**src/rtl/gf_pkg.sv**
```systemverilog
// Shared types for the sequential GF(2) arithmetic unit.
// Op encoding, FSM state, counter width helper.
package gf_pkg;

  typedef enum logic [1:0] {
    GF_ADD    = 2'd0,
    GF_CLMUL  = 2'd1,
    GF_MODMUL = 2'd2,
    GF_RSVD   = 2'd3
  } gf_op_e;

  typedef enum logic [1:0] {
    IDLE = 2'd0,
    BUSY = 2'd1,
    DONE = 2'd2
  } gf_state_e;

  function automatic int gf_cnt_w(input int w, input int bpc);
    return $clog2(w / bpc + 1);
  endfunction

endpackage

```
**src/rtl/gf_horner_step.sv**
```systemverilog
// One MSB-first Horner step: acc_out = (acc_in<<1) [mod poly] ^ (mbit ? a : 0).
// Ports: acc_in/acc_out (2W-1 bits), a, poly (W bits), mbit, reduce_en.
module gf_horner_step #(
  parameter int W = 32
) (
  input  logic [2*W-2:0] acc_in,
  input  logic [W-1:0]   a,
  input  logic [W-1:0]   poly,
  input  logic           mbit,
  input  logic           reduce_en,
  output logic [2*W-2:0] acc_out
);

  localparam int AW = 2 * W - 1;

  logic [AW-1:0] shifted;
  logic [AW-1:0] reduced;

  always_comb begin
    shifted = acc_in << 1;
    reduced = shifted;
    // modular mode keeps acc W bits wide; bit W-1 is the x^W overflow
    if (reduce_en) begin
      reduced = '0;
      reduced[W-1:0] = shifted[W-1:0] ^ (acc_in[W-1] ? poly : '0);
    end
    acc_out = reduced ^ (mbit ? {{(W - 1){1'b0}}, a} : '0);
  end

endmodule

```
**src/rtl/gf_seq_multiplier.sv**
```systemverilog
// Multi-cycle GF(2) unit: XOR add, carry-less multiply, GF(2^W) modmul.
// Ports: in_valid/in_ready/op/a/b/poly in, out_valid/out_ready/result_lo/result_hi/out_err out.
module gf_seq_multiplier
  import gf_pkg::*;
#(
  parameter int DATA_WIDTH     = 32,
  parameter int BITS_PER_CYCLE = 4
) (
  input  logic                  clk,
  input  logic                  rst_n,
  input  logic                  in_valid,
  output logic                  in_ready,
  input  logic [1:0]            op,
  input  logic [DATA_WIDTH-1:0] a,
  input  logic [DATA_WIDTH-1:0] b,
  input  logic [DATA_WIDTH-1:0] poly,
  output logic                  out_valid,
  input  logic                  out_ready,
  output logic [DATA_WIDTH-1:0] result_lo,
  output logic [DATA_WIDTH-1:0] result_hi,
  output logic                  out_err
);

  localparam int W   = DATA_WIDTH;
  localparam int BPC = BITS_PER_CYCLE;
  localparam int N   = W / BPC;
  localparam int AW  = 2 * W - 1;
  localparam int CW  = gf_cnt_w(W, BPC);

  if ((W < 2) || (BPC < 1) || (W % BPC != 0)) begin : g_bad_cfg
    $fatal(1, "gf_seq_multiplier: BITS_PER_CYCLE must divide DATA_WIDTH >= 2");
  end

  gf_state_e     state, state_nx;
  gf_op_e        op_q;
  logic [W-1:0]  a_q, b_q, poly_q;
  logic [AW-1:0] acc;
  logic [CW-1:0] cnt;
  logic [W-1:0]  res_lo, res_hi;
  logic          err_q;
  logic          accept, last, op_mul;

  logic [AW-1:0] chain [0:BPC];

  assign accept = in_valid & in_ready;
  assign last   = (cnt == CW'(N - 1));
  assign op_mul = (op == GF_CLMUL) || (op == GF_MODMUL);

  assign chain[0] = acc;

  for (genvar i = 0; i < BPC; i++) begin : g_step
    gf_horner_step #(.W(W)) u_step (
      .acc_in    (chain[i]),
      .a         (a_q),
      .poly      (poly_q),
      .mbit      (b_q[W-1-i]),
      .reduce_en (op_q == GF_MODMUL),
      .acc_out   (chain[i+1])
    );
  end

  always_ff @(posedge clk or negedge rst_n) begin
    if (!rst_n) state <= IDLE;
    else        state <= state_nx;
  end

  always_comb begin
    state_nx = state;
    unique case (state)
      IDLE: if (accept) state_nx = op_mul ? BUSY : DONE;
      BUSY: if (last) state_nx = DONE;
      DONE: if (out_ready) state_nx = IDLE;
      default: state_nx = IDLE;
    endcase
  end

  always_comb begin
    in_ready  = (state == IDLE);
    out_valid = (state == DONE);
    result_lo = res_lo;
    result_hi = res_hi;
    out_err   = err_q;
  end

  always_ff @(posedge clk or negedge rst_n) begin
    if (!rst_n) begin
      op_q   <= GF_ADD;
      a_q    <= '0;
      b_q    <= '0;
      poly_q <= '0;
      acc    <= '0;
      cnt    <= '0;
      res_lo <= '0;
      res_hi <= '0;
      err_q  <= 1'b0;
    end else if (accept) begin
      op_q   <= gf_op_e'(op);
      a_q    <= a;
      b_q    <= b;
      poly_q <= poly;
      acc    <= '0;
      cnt    <= '0;
      err_q  <= (op == GF_RSVD);
      res_hi <= '0;
      res_lo <= (op == GF_ADD) ? (a ^ b) : '0;
    end else if (state == BUSY) begin
      acc <= chain[BPC];
      b_q <= b_q << BPC;
      cnt <= cnt + CW'(1);
      if (last) begin
        res_lo <= chain[BPC][W-1:0];
        res_hi <= (op_q == GF_CLMUL) ? {1'b0, chain[BPC][AW-1:W]} : '0;
      end
    end
  end

endmodule
```
**config.mk**
```make
export PLATFORM = sky130hd
export DESIGN_NAME = gf_seq_multiplier
export DESIGN_NICKNAME = d
export VERILOG_FILES = /design/src/rtl/gf_pkg.sv /design/src/rtl/gf_horner_step.sv /design/src/rtl/gf_seq_multiplier.sv
export SDC_FILE = /design/constraint.sdc
export NUM_CORES = 1
export LEC_CHECK = 0
export CAP_MARGIN = 15
export CORE_MARGIN = 1
export CORE_UTILIZATION = 57
export CTS_CLUSTER_SIZE = 8
export DETAILED_ROUTE_END_ITERATION = 8
export MAX_ROUTING_LAYER = met4
export PLACE_DENSITY_LB_ADDON = 0.15
export REMOVE_ABC_BUFFERS = 1
export SLEW_MARGIN = 10
export SYNTH_ARGS = -nofsm -noshare
export SYNTH_HDL_FRONTEND = slang
export SYNTH_SLANG_ARGS = --single-unit
```
**constraint.sdc**
```tcl
create_clock -name clk -period 3.5 [get_ports clk]
set_input_delay 0.35 -clock clk [delete_from_list [all_inputs] [get_ports clk]]
set_output_delay 0.35 -clock clk [all_outputs]
set_load 0.02 [all_outputs]
```
# Yosys cells after proc, flatten, opt, wreduce, memory -nomap -nowiden
# Cells that the tools add are included.
# Widths: inputs -> output; s select.
# totals
ff_bits	228
latch_bits	0
ramBits	0
romBits	0
inputBits	102
output_inout_bits	67
word_cells	70
mem_count	0
# op_classes
n_addsub	1
mul	0
div	0
order_cmp	0
n_eq_ne	11
n_shift	0
n_mux	31
n_bitwise	10
reduce_logical	7
# ops
cell	n
$mux 32	17
$xor 32x32->32	5
$mux 59	2
$mux 63	1
$xor 63x32->63	1
$mux 62	1
$xor 62x62->62	1
$mux 61	1
$xor 61x32->61	1
$mux 60	1
$xor 60x32->60	1
$mux 31	1
$eq 2x2->1 const B	4
$mux 2	4
$mux 4	2
$eq 2x1->1 const B	3
$pmux 2 s3	1
$add 4x1->4 const B	1
$eq 4x3->1 const B	1
$logic_not 2->1	2
$ne 2x1->1 const B	2
$reduce_bool 2->1	2
$reduce_and 3->1	1
$ne 2x2->1 const B	1
other kinds (3)	3

# Logic depth before layout (Yosys ltp)
# depth
ltp_word	20
ltp_mapped	11
ltp_nobuf	9

# Cells and area by module
# Synthesis repeated with hierarchy kept, for this count alone.
# hier_totals
cells_unflattened	1591
area_unflattened_um2	15388.5
# modules_own_cells
mod	n_inst	cells_per_inst	area_each_um2	seq_area_each_um2
gf_seq_multiplier	1	1027	9878.2	5780.5
gf_horner_step	4	141	1377.6	0.0

# Worst setup path before layout
# OpenSTA, ideal clock, no wires.
# synth_timing
path_type	register -> register
startpoint	reg acc[29]
endpoint	reg res_lo[11], in the netlist result_lo[11]
setup_time_ps	130
t_arrival_ps	2461
required_ps	3370
setup_slack_ps	909
stages_incl_launch_ff	10
path_buffers	2
synth_period_minus_slack_ps	2591
cell_sequence	dfrtp_1 and3b_4 nor4_1 or4_1 buf_4 nor3b_4 buf_2 a32oi_1 xnor3_1 o21ai_1
# synth_between
elab_chain_cells	17
# synth_rtl
element	line_no	text
from (decl)	gf_seq_multiplier.sv:37	logic [AW-1:0] acc;
from (signal assigned)	gf_seq_multiplier.sv:107	acc <= chain[BPC];
$xor 32x32->32	gf_horner_step.sv:25	reduced[W-1:0] = shifted[W-1:0] ^ (acc_in[W-1] ? poly : '0);
$mux 60 *	gf_horner_step.sv:23	if (reduce_en) begin
$xor 60x32->60 *	gf_horner_step.sv:27	acc_out = reduced ^ (mbit ? {{(W - 1){1'b0}}, a} : '0);
$xor 32x32->32	gf_horner_step.sv:25	
$mux 61 *	gf_horner_step.sv:23	
$xor 61x32->61 *	gf_horner_step.sv:27	
$mux 32 *	gf_horner_step.sv:25	
$xor 32x32->32 *	gf_horner_step.sv:25	
$mux 62 *	gf_horner_step.sv:23	
$xor 62x62->62 *	gf_horner_step.sv:27	
$mux 32	gf_horner_step.sv:25	
$xor 32x32->32	gf_horner_step.sv:25	
$mux 63 *	gf_horner_step.sv:23	
$xor 63x32->63 *	gf_horner_step.sv:27	
$mux 32 *	gf_seq_multiplier.sv:110	if (last) begin
$mux 32 *	gf_seq_multiplier.sv:106	end else if (state == BUSY) begin
$mux 32 *	gf_seq_multiplier.sv:96	end else if (accept) begin
to (signal assigned)	gf_seq_multiplier.sv:105	res_lo <= (op == GF_ADD) ? (a ^ b) : '0;
to (signal assigned)	gf_seq_multiplier.sv:111	res_lo <= chain[BPC][W-1:0];
to (decl)	gf_seq_multiplier.sv:39	logic [W-1:0] res_lo, res_hi;
# Mark *: on every way between the ends. The rest lies on a longest branch, timed or not. The select of a mux whose other input is x is not followed.
# A chain may end at the register's enable or synchronous reset.

# Worst setup path in the final report
# layout_timing
startpoint	reg a_q[31]
endpoint	reg res_lo[28], in the netlist result_lo[28]
# layout_between
elab_chain_cells	17
elab_cells_between_ends	19
cone_classes	mux (12); bitwise (7)
# layout_rtl
element	line_no	text
from (decl)	gf_seq_multiplier.sv:36	logic [W-1:0] a_q, b_q, poly_q;
from (signal assigned)	gf_seq_multiplier.sv:88	a_q <= '0;
from (signal assigned)	gf_seq_multiplier.sv:98	a_q <= a;
$mux 32	gf_horner_step.sv:27	
$xor 60x32->60	gf_horner_step.sv:27	
$mux 32	gf_horner_step.sv:25	
$xor 32x32->32	gf_horner_step.sv:25	
$mux 61	gf_horner_step.sv:23	
$xor 61x32->61	gf_horner_step.sv:27	
$mux 32	gf_horner_step.sv:25	
$xor 32x32->32	gf_horner_step.sv:25	
$mux 62	gf_horner_step.sv:23	
$xor 62x62->62 *	gf_horner_step.sv:27	
$mux 32	gf_horner_step.sv:25	
$xor 32x32->32	gf_horner_step.sv:25	
$mux 63 *	gf_horner_step.sv:23	
$xor 63x32->63 *	gf_horner_step.sv:27	
$mux 32 *	gf_seq_multiplier.sv:110	
$mux 32 *	gf_seq_multiplier.sv:106	
$mux 32 *	gf_seq_multiplier.sv:96	
# Marked as above.

==> flow_metrics.env <==
export IMPL_final_nets=1807
export IMPL_die_area_sq_mm=0.0247
export IMPL_switching_share_pct=44.7
export IMPL_multi_input_area_sq_mm=0.00750
export IMPL_path_cells="a21bo_2, a211oi_1, or4_2, buf_4, mux2i_1, o22ai_1, a32oi_1, xnor3_1, o21ai_1"
export IMPL_critical_path_class="register to register"
export IMPL_seq_power_share_pct=26.5
export IMPL_synth_ff_type="dfrtp_1"
export IMPL_slowest_stage="or4_2"
export IMPL_worstPathRequired_ns=3.90
export IMPL_final_layout_size_suffix_gt1_share_pct=6.10
export IMPL_wl_per_cell_microns=19.0
export IMPL_fmax_mhz=312
export IMPL_finalHoldViolCount=0
export IMPL_cts_clk_slew_worst_paths_ns=0.05
export IMPL_synth_seq_cells=227
export IMPL_synth_cell_types=65
export IMPL_grt_total_usage_pct=33.2
export IMPL_final_cell_mix="448 x nand2_1, 227 x dfrtp_1, 166 x clkdlybuf4s50_1, 150 x xnor2_1, 97 x nor2_1"
export IMPL_fin_util_pct=70.8
export IMPL_netlist_instances=1565
export IMPL_internal_power_mw=9.84
export IMPL_synth_seq_area_share_pct=41.3
export IMPL_syn2layout_area_growth_pct=21.3
export IMPL_slew_limit_headroom_pct=36.9
export IMPL_drv_cap=0
export IMPL_final_cells=2023
export IMPL_rsz0062_at_grt="false"
export IMPL_crit_fanout=28
export IMPL_clkLatencyLatePin_ns=0.50
export IMPL_clockRootBuffer="clkbuf_16"
export IMPL_cellLeakagePower_nw=7.20
export IMPL_grt_pass1_wl_microns=61800
export IMPL_ir_drop_mv=0.539
export IMPL_avgSynthCellArea_sq_um=8.78
export IMPL_drtPass1Iterations=5
export IMPL_synthesis_area_sq_mm=0.0137
export IMPL_drc=0
export IMPL_max_clock_path_buffers=3
export IMPL_pwr_share_clk_pct=16.3
export IMPL_holdCritPathClass="primary input to async pin"
export IMPL_layout_commonest_cell="nand2_1"
export IMPL_h_tree_depth=2
export IMPL_grt_max_degree=72
export IMPL_final_setup_viol_count=0
export IMPL_whs_ns=0.398
export IMPL_dp_cells=1984
export IMPL_vias_per_cell=5.88
export IMPL_yosysTopAreaCell="dfrtp_1"
export IMPL_rows=56
export IMPL_first_iter_violations=977
export IMPL_grt_pass1_vias=11600
export IMPL_synth_edf_count=0
export IMPL_status="completed"
export IMPL_antenna_found_initial=0
export IMPL_numCtsBuffers=34
export IMPL_portBuffers=167
export IMPL_pwr_density_cell_mw_per_mm2=1070
export IMPL_cts_sinks=227
export IMPL_crit_path_end_kind="register"
export IMPL_cts_tree="yes"
export IMPL_power_switching_mw=7.95
export IMPL_finalCritPeriodShare_pct=91.5
export IMPL_die_h_microns=157
export IMPL_n_antenna_cell=0
export IMPL_fill_cells=1879
export IMPL_globalplace_congestion=0.888
export IMPL_worstMarginPinSlew_ns=0.944
export IMPL_post_cts_buffers=0
export IMPL_power_mw=17.8
export IMPL_cp_start_kind="register"
export IMPL_wl_microns=38400
export IMPL_netlist_area_leader_share_pct=41.3
export IMPL_regArea_sq_mm=0.00568
export IMPL_core_area_sq_mm=0.0235
export IMPL_hpwl_microns=26300
export IMPL_yosys_warnings=0
export IMPL_async_reset_ff_share_pct=100
export IMPL_critPathMaxStageDelay_ns=0.74
export IMPL_combPwrFrac_pct=57.3
export IMPL_min_period_ns=3.20
export IMPL_finalClockSkew_ns=0.0177
export IMPL_floorplan_initialDensity_pct=58.4
export IMPL_die_w_microns=157
export IMPL_final_antenna_net_count=0
export IMPL_vias=11900
export IMPL_synthTopCellsByArea="dfrtp_1 41%, nand2_1 12%, xnor2_1 9.6%"
export IMPL_cp_arrival_ns=3.60
export IMPL_io_pins=169
export IMPL_drv_slew=0
export IMPL_grt_ovfl_total=0
what timing repair did:
| action | in CTS | in global routing |
|---|---|---|
| gates resized for setup | 0 | 0 |
| endpoints found under the hold margin | 68 | 0 |
| hold buffers | 1 | 0 |
per-stage QoR:
stage	instance area (sq um)	TNS, ns	worst slack (ns)
5_1_grt	16700	0	0.105
3_5_place_dp	15800	0	0.335
3_3_place_gp	15800	0	0.477
4_1_cts	16700	0	0.316
6_report	16700	0	0.297
2_1_floorplan	13300	-234.56	-2.48
kinds of logic (layout without fill, tap and decap cells):
logic type	after synthesis	in the layout	synth area share, %
buf+inv	139	278	4.24
compound gates	338	338	16.3
simple gates	604	604	17.9
other cells	1	1	0.0273
mux	31	31	2.26
xor+xnor	222	222	17.7
fa+ha+maj	3	3	0.273
flops	227	227	41.3
critical path, delay by kind of cell (launching register included):
family	cells	cell delay [ns]
buf+inv	1	0.30
xor+xnor	1	0.45
mux	1	0.21
flops	1	0.60
simple gates	1	0.74
compound gates	5	0.78
synth_stat cells (3+ instances only):
master    count
o22ai_1      25
buf_2        10
nor2_1       99
a22o_1       56
a21boi_0      3
nand4_1       5
a31oi_1       4
nand3_1      11
o21ai_0      44
ha_1          3
dfrtp_1     227
mux2i_1      31
nor3_1        3
o211ai_1      3
nand2b_1      5
a211oi_1      5
a32oi_1      26
buf_4         3
nor4_1        4
and2_1        4
nor2b_1       4
o21ai_1      55
a21oi_1      62
buf_1         6
a22oi_1      33
xor2_1       36
and3b_1       3
a21bo_2       4
nand2_1     448
buf_6         5
xnor3_1      31
clkbuf_1     84
xnor2_1     150
inv_1        31
power groups by stage:
stage          Sequential [mW]  Combinational [mW]  Clock [mW]
2_1_floorplan             4.68                7.05           0
3_3_place_gp              4.68                9.82           0
3_5_place_dp              4.70                10.1           0
4_1_cts                   4.68                10.1        2.92
5_1_grt                   4.85                11.1        3.04
6_report                  4.71                10.2        2.89
worst paths after layout:
kind	from	endpoint	slack [ns]	cells after the start
worst max-delay path	a_q[31]	result_lo[28]	0.30	9
worst min-delay path	rst_n	result_hi[25]	0.40	2
worst max register to register	a_q[31]	result_lo[28]	0.30	9
worst min register to register	result_hi[2]	result_hi[2]	0.47	2
max in group asynchronous	rst_n	a_q[15]	2.19	3
min in group clk	poly[1]	poly_q[1]	0.40	3
per-layer routing:
| metal | share of wire, % | vias up | GRT usage, % |
|---|---|---|---|
| li1 | - | 5556 | - |
| met1 | 44 | 5756 | 45.2 |
| met2 | 46 | 490 | 50.6 |
| met3 | 6.9 | 89 | 4.85 |
| met4 | 2.9 | 0 | 12.0 |
| met5 | 0 | - | - |
layout make-up:
cell class                 count  share of cell area [%]
multi-input combinational   1199                    45.0
clock buffer                  36                    5.34
tap                          319                    2.39
timing repair buffer         209                    12.4
sequential                   227                    34.1
inverter                      31                   0.698
clock inverter                 2                  0.0825
flip-flops by register name, indices dropped and copies added, names as in the netlist, 4 cells and up:
signal	flops
result_lo	32
poly_q	32
a_q	32
acc	59
result_hi	31
cnt	4
b_q	32
(Power assumes the default switching activity.)
